===== config.mk =====
export PLATFORM = sky130hd
export DESIGN_NAME = map_142_core
export DESIGN_NICKNAME = d
export VERILOG_FILES = /design/src/rtl/map_142_core.sv
export SDC_FILE = /design/constraint.sdc
export NUM_CORES = 1
export LEC_CHECK = 0
export CAP_MARGIN = 15
export CORE_MARGIN = 2
export CORE_UTILIZATION = 45
export CTS_BUF_LIST = sky130_fd_sc_hd__clkbuf_4
export DETAILED_ROUTE_END_ITERATION = 6
export DONT_BUFFER_PORTS = 1
export PLACE_DENSITY_LB_ADDON = 0.12
export SLEW_MARGIN = 20
export SYNTH_ARGS = -nofsm -noshare
export SYNTH_HDL_FRONTEND = slang
export SYNTH_SLANG_ARGS = --single-unit

===== constraint.sdc =====
create_clock -name clk -period 2.8 [get_ports clk]
set_clock_uncertainty 0.2 [all_clocks]
set_input_delay 0.56 -clock clk [delete_from_list [all_inputs] [get_ports clk]]
set_output_delay 0.56 -clock clk [all_outputs]
set_load 0.005 [all_outputs]

===== src/rtl/map_142_core.sv =====
// map_142_core: KS7032 (mapper 142) registers, PRG banking, IRQ counter.
// Ports: clk, rst (async, active-high), cpu_addr/cpu_dat/cpu_wr_stb
//   (CPU writes), m2_tick (M2 cycle pulse), prg_bank/prg_ce (PRG map),
//   irq (active-high request), ss_addr/ss_dout (save-state readback).
// Optional: define MAP142_SS_EN to build the save-state readback mux;
//   otherwise ss_dout is tied to zero.
module map_142_core #(
  parameter int PRG_BW = 4,
  parameter int CNT_W  = 16
) (
  input  logic              clk,
  input  logic              rst,
  input  logic [15:0]       cpu_addr,
  input  logic [7:0]        cpu_dat,
  input  logic              cpu_wr_stb,
  input  logic              m2_tick,
  output logic [PRG_BW-1:0] prg_bank,
  output logic              prg_ce,
  output logic              irq,
  input  logic [3:0]        ss_addr,
  output logic [7:0]        ss_dout
);

  typedef enum logic {
    IDLE = 1'b0,
    RUN  = 1'b1
  } state_t;

  state_t             state;
  logic [CNT_W-1:0]   latch;
  logic [CNT_W-1:0]   counter;
  logic [2:0]         sel;
  logic [PRG_BW-1:0]  bank1;
  logic [PRG_BW-1:0]  bank2;
  logic [PRG_BW-1:0]  bank3;
  logic [PRG_BW-1:0]  bank4;

  logic       irq_en;
  logic       wr;
  logic [2:0] reg_idx;
  logic       ovf;

  assign irq_en  = (state == RUN);
  assign wr      = cpu_wr_stb & cpu_addr[15];
  assign reg_idx = cpu_addr[14:12];
  assign ovf     = m2_tick & irq_en & (counter == '1);

  logic unused;
  assign unused = ^{cpu_addr[11:0], cpu_dat};

  // Tick handling first; a write later in the block overrides it
  // ($C000 wins over a tick; an ack loses to a same-clk overflow).
  always_ff @(posedge clk or posedge rst) begin
    if (rst) begin
      state   <= IDLE;
      latch   <= '0;
      counter <= '0;
      irq     <= 1'b0;
      sel     <= '0;
      bank1   <= '0;
      bank2   <= '0;
      bank3   <= '0;
      bank4   <= '0;
    end else begin
      if (m2_tick && state == RUN) begin
        if (ovf) begin
          counter <= latch;
          irq     <= 1'b1;
        end else begin
          counter <= counter + CNT_W'(1);
        end
      end
      if (wr) begin
        unique case (reg_idx)
          3'd0: latch[3:0]   <= cpu_dat[3:0];
          3'd1: latch[7:4]   <= cpu_dat[3:0];
          3'd2: latch[11:8]  <= cpu_dat[3:0];
          3'd3: latch[15:12] <= cpu_dat[3:0];
          3'd4: begin
            irq <= 1'b0;
            if (cpu_dat[1]) begin
              state   <= RUN;
              counter <= latch;
            end else begin
              state   <= IDLE;
              counter <= counter;
            end
          end
          3'd5: begin
            if (!ovf) irq <= 1'b0;
          end
          3'd6: sel <= cpu_dat[2:0];
          3'd7: begin
            case (sel)
              3'd1:    bank1 <= cpu_dat[PRG_BW-1:0];
              3'd2:    bank2 <= cpu_dat[PRG_BW-1:0];
              3'd3:    bank3 <= cpu_dat[PRG_BW-1:0];
              3'd4:    bank4 <= cpu_dat[PRG_BW-1:0];
              default: ;
            endcase
          end
        endcase
      end
    end
  end

  assign prg_ce = cpu_addr[15] | (cpu_addr[14] & cpu_addr[13]);

  always_comb begin
    prg_bank = '0;
    case (cpu_addr[15:13])
      3'b011:  prg_bank = bank4;
      3'b100:  prg_bank = bank1;
      3'b101:  prg_bank = bank2;
      3'b110:  prg_bank = bank3;
      3'b111:  prg_bank = '1;
      default: prg_bank = '0;
    endcase
  end

`ifdef MAP142_SS_EN
  always_comb begin
    ss_dout = '0;
    case (ss_addr)
      4'd0:    ss_dout = {4'b0, latch[3:0]};
      4'd1:    ss_dout = {4'b0, latch[7:4]};
      4'd2:    ss_dout = {4'b0, latch[11:8]};
      4'd3:    ss_dout = {4'b0, latch[15:12]};
      4'd4:    ss_dout = counter[7:0];
      4'd5:    ss_dout = counter[15:8];
      4'd6:    ss_dout = {irq, irq_en, 3'b0, sel};
      4'd7:    ss_dout = 8'(bank1);
      4'd8:    ss_dout = 8'(bank2);
      4'd9:    ss_dout = 8'(bank3);
      4'd10:   ss_dout = 8'(bank4);
      default: ss_dout = '0;
    endcase
  end
`else
  logic unused_ss;
  assign unused_ss = ^ss_addr;
  assign ss_dout   = '0;
`endif

endmodule

== Word-level counts from Yosys, hierarchy flattened ==
Cells that the tools add are included.

* Eq/ne operators: 18
* Bitwise gates (word level): 5
* Mux-type cells: 12
* Reductions and logical operators: 12
* Add/sub/neg operators: 1

{| class="wikitable"
|+ Operators with widths
! cell !! number
|-
| $mux W16 || 5
|-
| $eq A3 B3 Y1 const B || 9
|-
| $pmux W4 S5 || 1
|-
| $add A16 B1 Y16 const B || 1
|-
| $eq A16 B16 Y1 const B || 1
|-
| $eq A3 B2 Y1 const B || 5
|-
| $reduce_and A2 Y1 || 6
|-
| $reduce_and A3 Y1 || 4
|-
| $eq A3 B1 Y1 const B || 2
|-
| $mux W1 || 5
|-
| $and A1 B1 Y1 || 4
|-
| $logic_not A3 Y1 || 1
|-
| $ne A3 B3 Y1 const B || 1
|-
| $pmux W1 S2 || 1
|-
| $logic_and A1 B1 Y1 || 1
|-
| $or A1 B1 Y1 || 1
|}

* Word-level logic and storage cells: 60
* Output and inout port bits: 14
* Flip-flop bits (word level): 53

== Longest topological paths before layout ==
Gate-level depths: netlist of run 1.

* Depth after elaboration: 7
* Depth in mapped cells: 6
* Depth with buffers taken out: 5

== Least setup slack after synthesis of run 1 ==
OpenSTA, ideal clock, no wires.

* Path kind: register to register
* From: register counter[0]
* To: register counter[12]
* Path buffers: 1
* Arrival: 1.891 ns
* Path slack: 0.583 ns
* Stages on the path, launching flop included: 7
* Library setup time: 0.126 ns
* Path through: dfrtp_1 > ha_1 > nand3_1 > or4_1 > buf_2 > a221o_1 > a221o_1

* Longest elaborated chain between the ends: 6

{| class="wikitable"
|+ RTL lines
! element !! RTL line !! RTL
|-
| start: declaration || 31 || <nowiki>logic [CNT_W-1:0] counter;</nowiki>
|-
| start signal: assignment || 67 || <nowiki>counter <= latch;</nowiki>
|-
| start signal: assignment || 70 || <nowiki>counter <= counter + CNT_W'(1);</nowiki>
|-
| start signal: assignment || 83 || <nowiki>counter <= latch;</nowiki>
|-
| branches (longest 2 deep; another with $add A16 B1 Y16) || - ||
|-
| $mux W16 (*) || 66 || <nowiki>if (ovf) begin</nowiki>
|-
| $mux W16 (*) || 65 || <nowiki>if (m2_tick && state == RUN) begin</nowiki>
|-
| $mux W16 || 74 || <nowiki>unique case (reg_idx)</nowiki>
|-
| $mux W16 (*) || 73 || <nowiki>if (wr) begin</nowiki>
|}

Mark *: on every way between the ends.
A chain may end at the register's enable or synchronous reset.

== Worst setup path in the final report of run 1 ==
Same ends and word-level chain as after synthesis.

==> impl_metrics.csv, run 1 <==
group,metric,value,unit
run_status,outcome,"finished clean",
setup_path,regToRegSetupSlack,0.32,ns
drt,vias,2211,
yosys,synth-seq-area-share,45.2,%
yosys,gate_count_post_synth,288,
yosys,yosys.area.top_type,"dfrtp_1",
pwr,switching_share,32.2,%
sta,max_slew.worst_pin.slew,0.743,ns
sta,totalNegativeSetupSlack,0,ns
clock_tree,path_clk_slew,0.16,ns
setup_path,worstSetupPathType,"reg -> reg",
yosys,synth.most_common_cell,"dfrtp_1",
setup_path,timing.critical_path.from_type,"flop",
drt,wire_per_inst,19.0,um
pwr,share_clk_of_total_power,18.5,%
setup_path,worstSetupEndpointType,"flop",
cells_and_area,final_nets,326,
pwr,p_leak,1.35,nW
sta,rsz_0062_raised_after_global_routing,"no",
drt,wl,7060,um
pwr,power-per-cell-area,599,nW/um2
setup_path,critical_path.startpoint,"counter[0]",
clock_tree,worstSkewPairLatency,0.37,ns
clock_tree,cts_made_buffers,5,
cells_and_area,post-route-util,48.8,%
drt,drt-vias-per-instance,5.96,
pwr,power.share.combinational,22.2,%
clock_tree,cts-htree-levels,2,
floorplan,die_w,84.8,um
grt,via_count_of_the_first_global_routing_pass,2317,
hold_path,worstHoldPathType,"in -> async",
setup_path,cp-endpoint,"counter[12]",
setup_path,worstReg2RegEnd,"counter[12]",
yosys,synthDominantCellAreaShare,45.2,%
grt,grt.total_usage,21.4,%
grt,grt_overflow_total,0,
drt,detailroute.wirelength.met3,326,um
yosys,synth-seq-cells,53,
cells_and_area,layout_fillers,607,
cells_and_area,syn_to_final_growth,4.94,%
cells_and_area,diode_insertion_count_for_antenna_repair,0,
yosys,ys_top_cells_by_count,"dfrtp_1 (53), mux2_2 (34), nand2_1 (27)",
placement,dp_hpwl,5030,um
sta,final_min_period_over_clock_period,88.7,%
cells_and_area,sequential_cell_area,1330,um2
grt,grt_max_degree,54,
drt,m1WireLength,3170,um
clock_tree,cts.path.max_buffers,2,
sta,setup_viol_count_final,0,
clock_tree,cts.root.buffer_cell,"clkbuf_4",
clock_tree,post_cts_resize_count,0,
drt,drt_first_iter_violations,89,
clock_tree,cts.hold.buffers_added,0,
grt,antenna_found_initial,0,
clock_tree,postCtsSetupBuffers,0,
setup_path,maximum_fanout_count_along_the_critical_path,7,
yosys,yosys_warnings,0,
pwr,p_seq_share,59.4,%
placement,gpl.final_weighted_congestion,0.919,
floorplan,initial_utilization,46.5,%
pwr,p_int,1.25,mW
sta,max_freq,0.403,GHz
yosys,synth-main-ff-cell,"dfrtp_1",
flow_run,cap_violations,0,
drt,routed-wl-met2,3450,um
cells_and_area,layout-drive-gt1-share,18.4,%
floorplan,rows,29,
setup_path,critical_path_arrival,2.55,ns
floorplan,die_area,7190,um2
pwr,peakVddDrop,311,uV
sta,slew_viol_final,0,
placement,place.port_buffers,0,
floorplan,coreArea,6310,um2
yosys,post_synth_instance_area,2940,um2
clock_tree,cts_tree,"done",
yosys,synthesis.area_per_instance,10.2,um2
sta,worst_slew_margin_rel,50.5,%
grt,grt_first_pass_wirelength,12000,um
sta,final_hold_vios,0,
drt,antenna_left,0,
clock_tree,clock-sinks,53,
yosys,synth-edff-count,0,
setup_path,worst_reg_to_reg_cells,5,
yosys,synth.distinct_cells,57,
drt,remaining_drc_errors,0,
drt,highest_layer,"met4",
yosys,synth_area_leaders,"dfrtp_1 (45%), mux2_2 (13%), nand2_1 (3.5%), mux2i_1 (2.0%), buf_4 (2.0%)",
pwr,p_sw,0.594,mW
sta,min_period,2.48,ns
floorplan,floorplan.io_pins,46,
setup_path,required,2.86,ns
setup_path,crit-reg2reg-launch,"counter[0]",
cells_and_area,multi_input_gate_area_in_the_final_layout,1500,um2
drt,drt-pass1-iter-count,4,
floorplan,die_h,84.8,um
yosys,synthArstFlopShare,100,%
-- cell type report --
cell class              instances  area share [%]
well taps                      77            3.13
repair buffers                  9            2.19
inverters                      11            1.34
clock inverters                 3           0.568
clock buffers                   5            1.22
flip-flops and latches         53            43.0
multi-input cells             213            48.5
-- cells by family after synthesis --
logic type                 share of synthesized area, %
AOI/OAI and AO/OA                                  15.2
xor gates and xnor gates                          0.895
adders and majority gates                         0.426
buffers and inverters                              4.81
DFF                                                45.2
muxes                                              15.1
other                                             0.128
and+or+nand+nor                                    18.3
-- flip-flops by register name, summed over array words and instances (netlist names) --
| name | count |
|---|---|
| bank3 | 4 |
| latch | 16 |
| irq | 1 |
| bank1 | 4 |
| counter | 16 |
| bank4 | 4 |
| bank2 | 4 |
| sel | 3 |
| irq_en | 1 |
-- worst min-delay path by stage --
stage	from	endpoint	slack, ns	cells past startpoint
after floorplan	latch[5]	counter[5]	0.26	1
after global placement	bank4[3]	bank4[3]	0.28	1
after detailed placement	bank3[1]	bank3[1]	0.29	1
after CTS	rst	bank3[1]	0.04	2
after global routing	cpu_addr[15]	irq	0.06	1
final	rst	latch[2]	0.03	2
-- metal layers --
| metal | global-route usage (%) | vias up |
|---|---|---|
| met5 | 0 | - |
| met4 | 7.22 | 0 |
| met3 | 4.92 | 8 |
| met2 | 34.4 | 53 |
| met1 | 28.6 | 1076 |
| li1 | - | 1074 |
-- worst max-delay path, stage by stage, from the launching register on --
cell     delay (ns)
dfrtp_1        0.50
ha_1           0.27
nand3_1        0.17
or4_1          0.64
a221o_1        0.34
a221o_1        0.26
-- power by group through the flow --
stage	clock [mW]	combinational, mW	sequential [mW]
3_5_place_dp	0	0.410	1.11
5_1_grt	0.395	0.470	1.13
2_1_floorplan	0	0.361	1.06
3_3_place_gp	0	0.406	1.11
6_report	0.341	0.409	1.10
4_1_cts	0.364	0.413	1.10
-- per-stage QoR --
step                      cells  area (um2)  power, mW  hold slack, ns  setup WS [ns]
final                       371        3080       1.85          0.0342          0.316
after CTS                   371        3080       1.87          0.0354          0.332
after global placement      363        3030       1.51           0.285          0.364
after global routing        371        3080       1.99          0.0580          0.164
after detailed placement    363        3030       1.52           0.293          0.367
after floorplan             295        2960       1.42           0.265          0.583
-- cell usage in the layout (no fill, tap or decap), types with 2 or more instances in the layout --
cell type / instances
a211o_1: 3
a211oi_1: 6
a21o_1: 2
a21oi_1: 9
a221o_1: 3
a221oi_1: 2
a22o_1: 4
and2_1: 2
and3_1: 6
and3b_1: 2
and4_1: 2
buf_4: 9
clkbuf_4: 5
conb_1: 8
dfrtp_1: 53
inv_1: 10
mux2_2: 34
mux2i_1: 6
nand2_1: 27
nand2b_1: 7
nand3_1: 11
nand3b_1: 2
nand4_1: 5
nor2_1: 13
nor3_1: 11
nor3b_2: 2
nor4_1: 6
o2111ai_1: 2
o21ai_0: 10
or3_1: 2
xor2_1: 2
No activity file was read; power rests on OpenSTA's default activity.
==> run 2: changes to the inputs <==
Settings changed: RECOVER_POWER set to 100.
==> run 2 against run 1 <==
  * Core utilization fell by 0.38 points
  * Final cell count is the same
  * Via count rose by 0.68%
  * Flip-flop and latch count did not move
  * Sequential share of layout area is 0.33 points higher
  * Combinational power decreased by 1%
  * Cell area is 0.77% lower
  * Critical endpoint unchanged
  * Largest power group unchanged
==> impl_metrics.csv, run 2 (synthesis gave the netlist of run 1 again) <==
group,metric,value,unit
run_status,outcome,"finished clean",
clock_tree,clock-sinks,53,
pwr,fin_total_pwr,1.84,mW
sta,setup_viol_count_final,0,
grt,grt.total_usage,21.4,%
sta,rsz_0062_raised_after_global_routing,"no",
clock_tree,cts_made_buffers,5,
placement,dp_worst_setup_slack,0.367,ns
cells_and_area,largestRegisters,"counter x16, latch x16",
setup_path,critical_path_arrival,2.56,ns
floorplan,die_h,84.8,um
placement,place.port_buffers,0,
grt,grt_overflow_total,0,
sta,max_slew.worst_pin.slew,1.32,ns
sta,min_period,2.49,ns
sta,totalNegativeSetupSlack,0,ns
cells_and_area,layout-drive-gt1-share,16.3,%
sta,final_hold_vios,0,
drt,vias,2226,
setup_path,worstSetupPathType,"reg -> reg",
grt,antenna_found_initial,0,
sta,post-route-worst-setup-slack,0.305,ns
placement,gpl.final_weighted_congestion,0.919,
clock_tree,cts.hold.buffers_added,0,
sta,slew_viol_final,0,
setup_path,maximum_fanout_count_along_the_critical_path,7,
setup_path,worst_reg_to_reg_cells,5,
floorplan,coreArea,6310,um2
pwr,power-per-cell-area,602,nW/um2
clock_tree,path_clk_slew,0.16,ns
cells_and_area,commonest_non_fill_non_tap_cell_in_the_layout,"dfrtp_1",
setup_path,worstSetupEndpointType,"flop",
cells_and_area,syn_to_final_growth,4.13,%
clock_tree,postCtsSetupBuffers,0,
cells_and_area,layout_fillers,609,
drt,drt-vias-per-instance,6.00,
cells_and_area,commonest_non_fill_non_tap_cells_in_the_layout,"dfrtp_1 (53), mux2_2 (34), nand2_1 (27)",
drt,remaining_drc_errors,0,
setup_path,crit-reg2reg-launch,"counter[0]",
drt,drt_first_iter_violations,80,
clock_tree,cts_tree,"done",
pwr,p_leak,1.33,nW
setup_path,cp-endpoint,"counter[12]",
grt,via_count_of_the_first_global_routing_pass,2317,
cells_and_area,post-route-util,48.4,%
drt,wire_per_inst,19.0,um
drt,drt-pass1-iter-count,4,
clock_tree,cts-htree-levels,2,
cells_and_area,diode_insertion_count_for_antenna_repair,0,
setup_path,timing.critical_path.from_type,"flop",
hold_path,worstHoldPathCells,1,
floorplan,die_area,7190,um2
grt,grt_first_pass_wirelength,12000,um
setup_path,critical_path.startpoint,"counter[0]",
clock_tree,cts.path.max_buffers,2,
setup_path,worstReg2RegEnd,"counter[12]",
floorplan,initial_utilization,46.5,%
sta,worst_slew_margin_rel,11.8,%
grt,grt_max_degree,54,
drt,wl,7040,um
sta,max_freq,0.401,GHz
floorplan,floorplan.io_pins,46,
cells_and_area,final_nets,326,
floorplan,die_w,84.8,um
drt,antenna_left,0,
pwr,peakVddDrop,311,uV
placement,dp_hpwl,5030,um
hold_path,worstHoldPathType,"in -> reg",
clock_tree,worstSkewPairLatency,0.37,ns
clock_tree,post_cts_resize_count,0,
sta,final_min_period_over_clock_period,89.1,%
setup_path,regToRegSetupSlack,0.31,ns
flow_run,cap_violations,0,
floorplan,rows,29,
sta,worst_hold_slack,0.0890,ns
clock_tree,cts.root.buffer_cell,"clkbuf_4",
setup_path,required,2.87,ns
## run 2: metrics by stage
stage / cells / area [um2]
6_report: 371 / 3060
5_1_grt: 371 / 3060
4_1_cts: 371 / 3080
3_5_place_dp: 363 / 3030
3_3_place_gp: 363 / 3030
2_1_floorplan: 295 / 2960
## run 2: final cells by class
class	count	area, um2	area share, %
multi-input combinational	213	1490	48.6
sequential	53	1330	43.4
inverter	11	41.3	1.35
clock inverter	3	17.5	0.573
clock buffer	5	37.5	1.23
tap	77	96.3	3.15
timing repair buffer	9	53.8	1.76
## run 2: where the power goes
part           switching, mW  internal, mW
sequential             0.161         0.934
clock                  0.245        0.0960
combinational          0.187         0.217
total                  0.593          1.25
## run 2: worst max-delay path, cell delays in order, from the launching register on
cell and delay, ns:
dfrtp_1 0.51, ha_1 0.27, nand3_1 0.17, or4_1 0.64, a221o_1 0.34, a221o_1 0.26
## run 2: layer usage
layer	GRT usage, %	vias up	wire [um]
li1	-	1073	-
met1	28.6	1092	3180
met2	34.4	57	3460
met3	4.92	4	331
met4	7.22	0	68
met5	0	-	0
## run 2: worst min path at each step
| stage | start | to |
|---|---|---|
| 6_report | cpu_addr[15] | irq |
| 5_1_grt | cpu_addr[15] | irq |
| 4_1_cts | rst | bank3[1] |
| 3_5_place_dp | bank3[1] | bank3[1] |
| 3_3_place_gp | bank4[3] | bank4[3] |
| 2_1_floorplan | latch[5] | counter[5] |
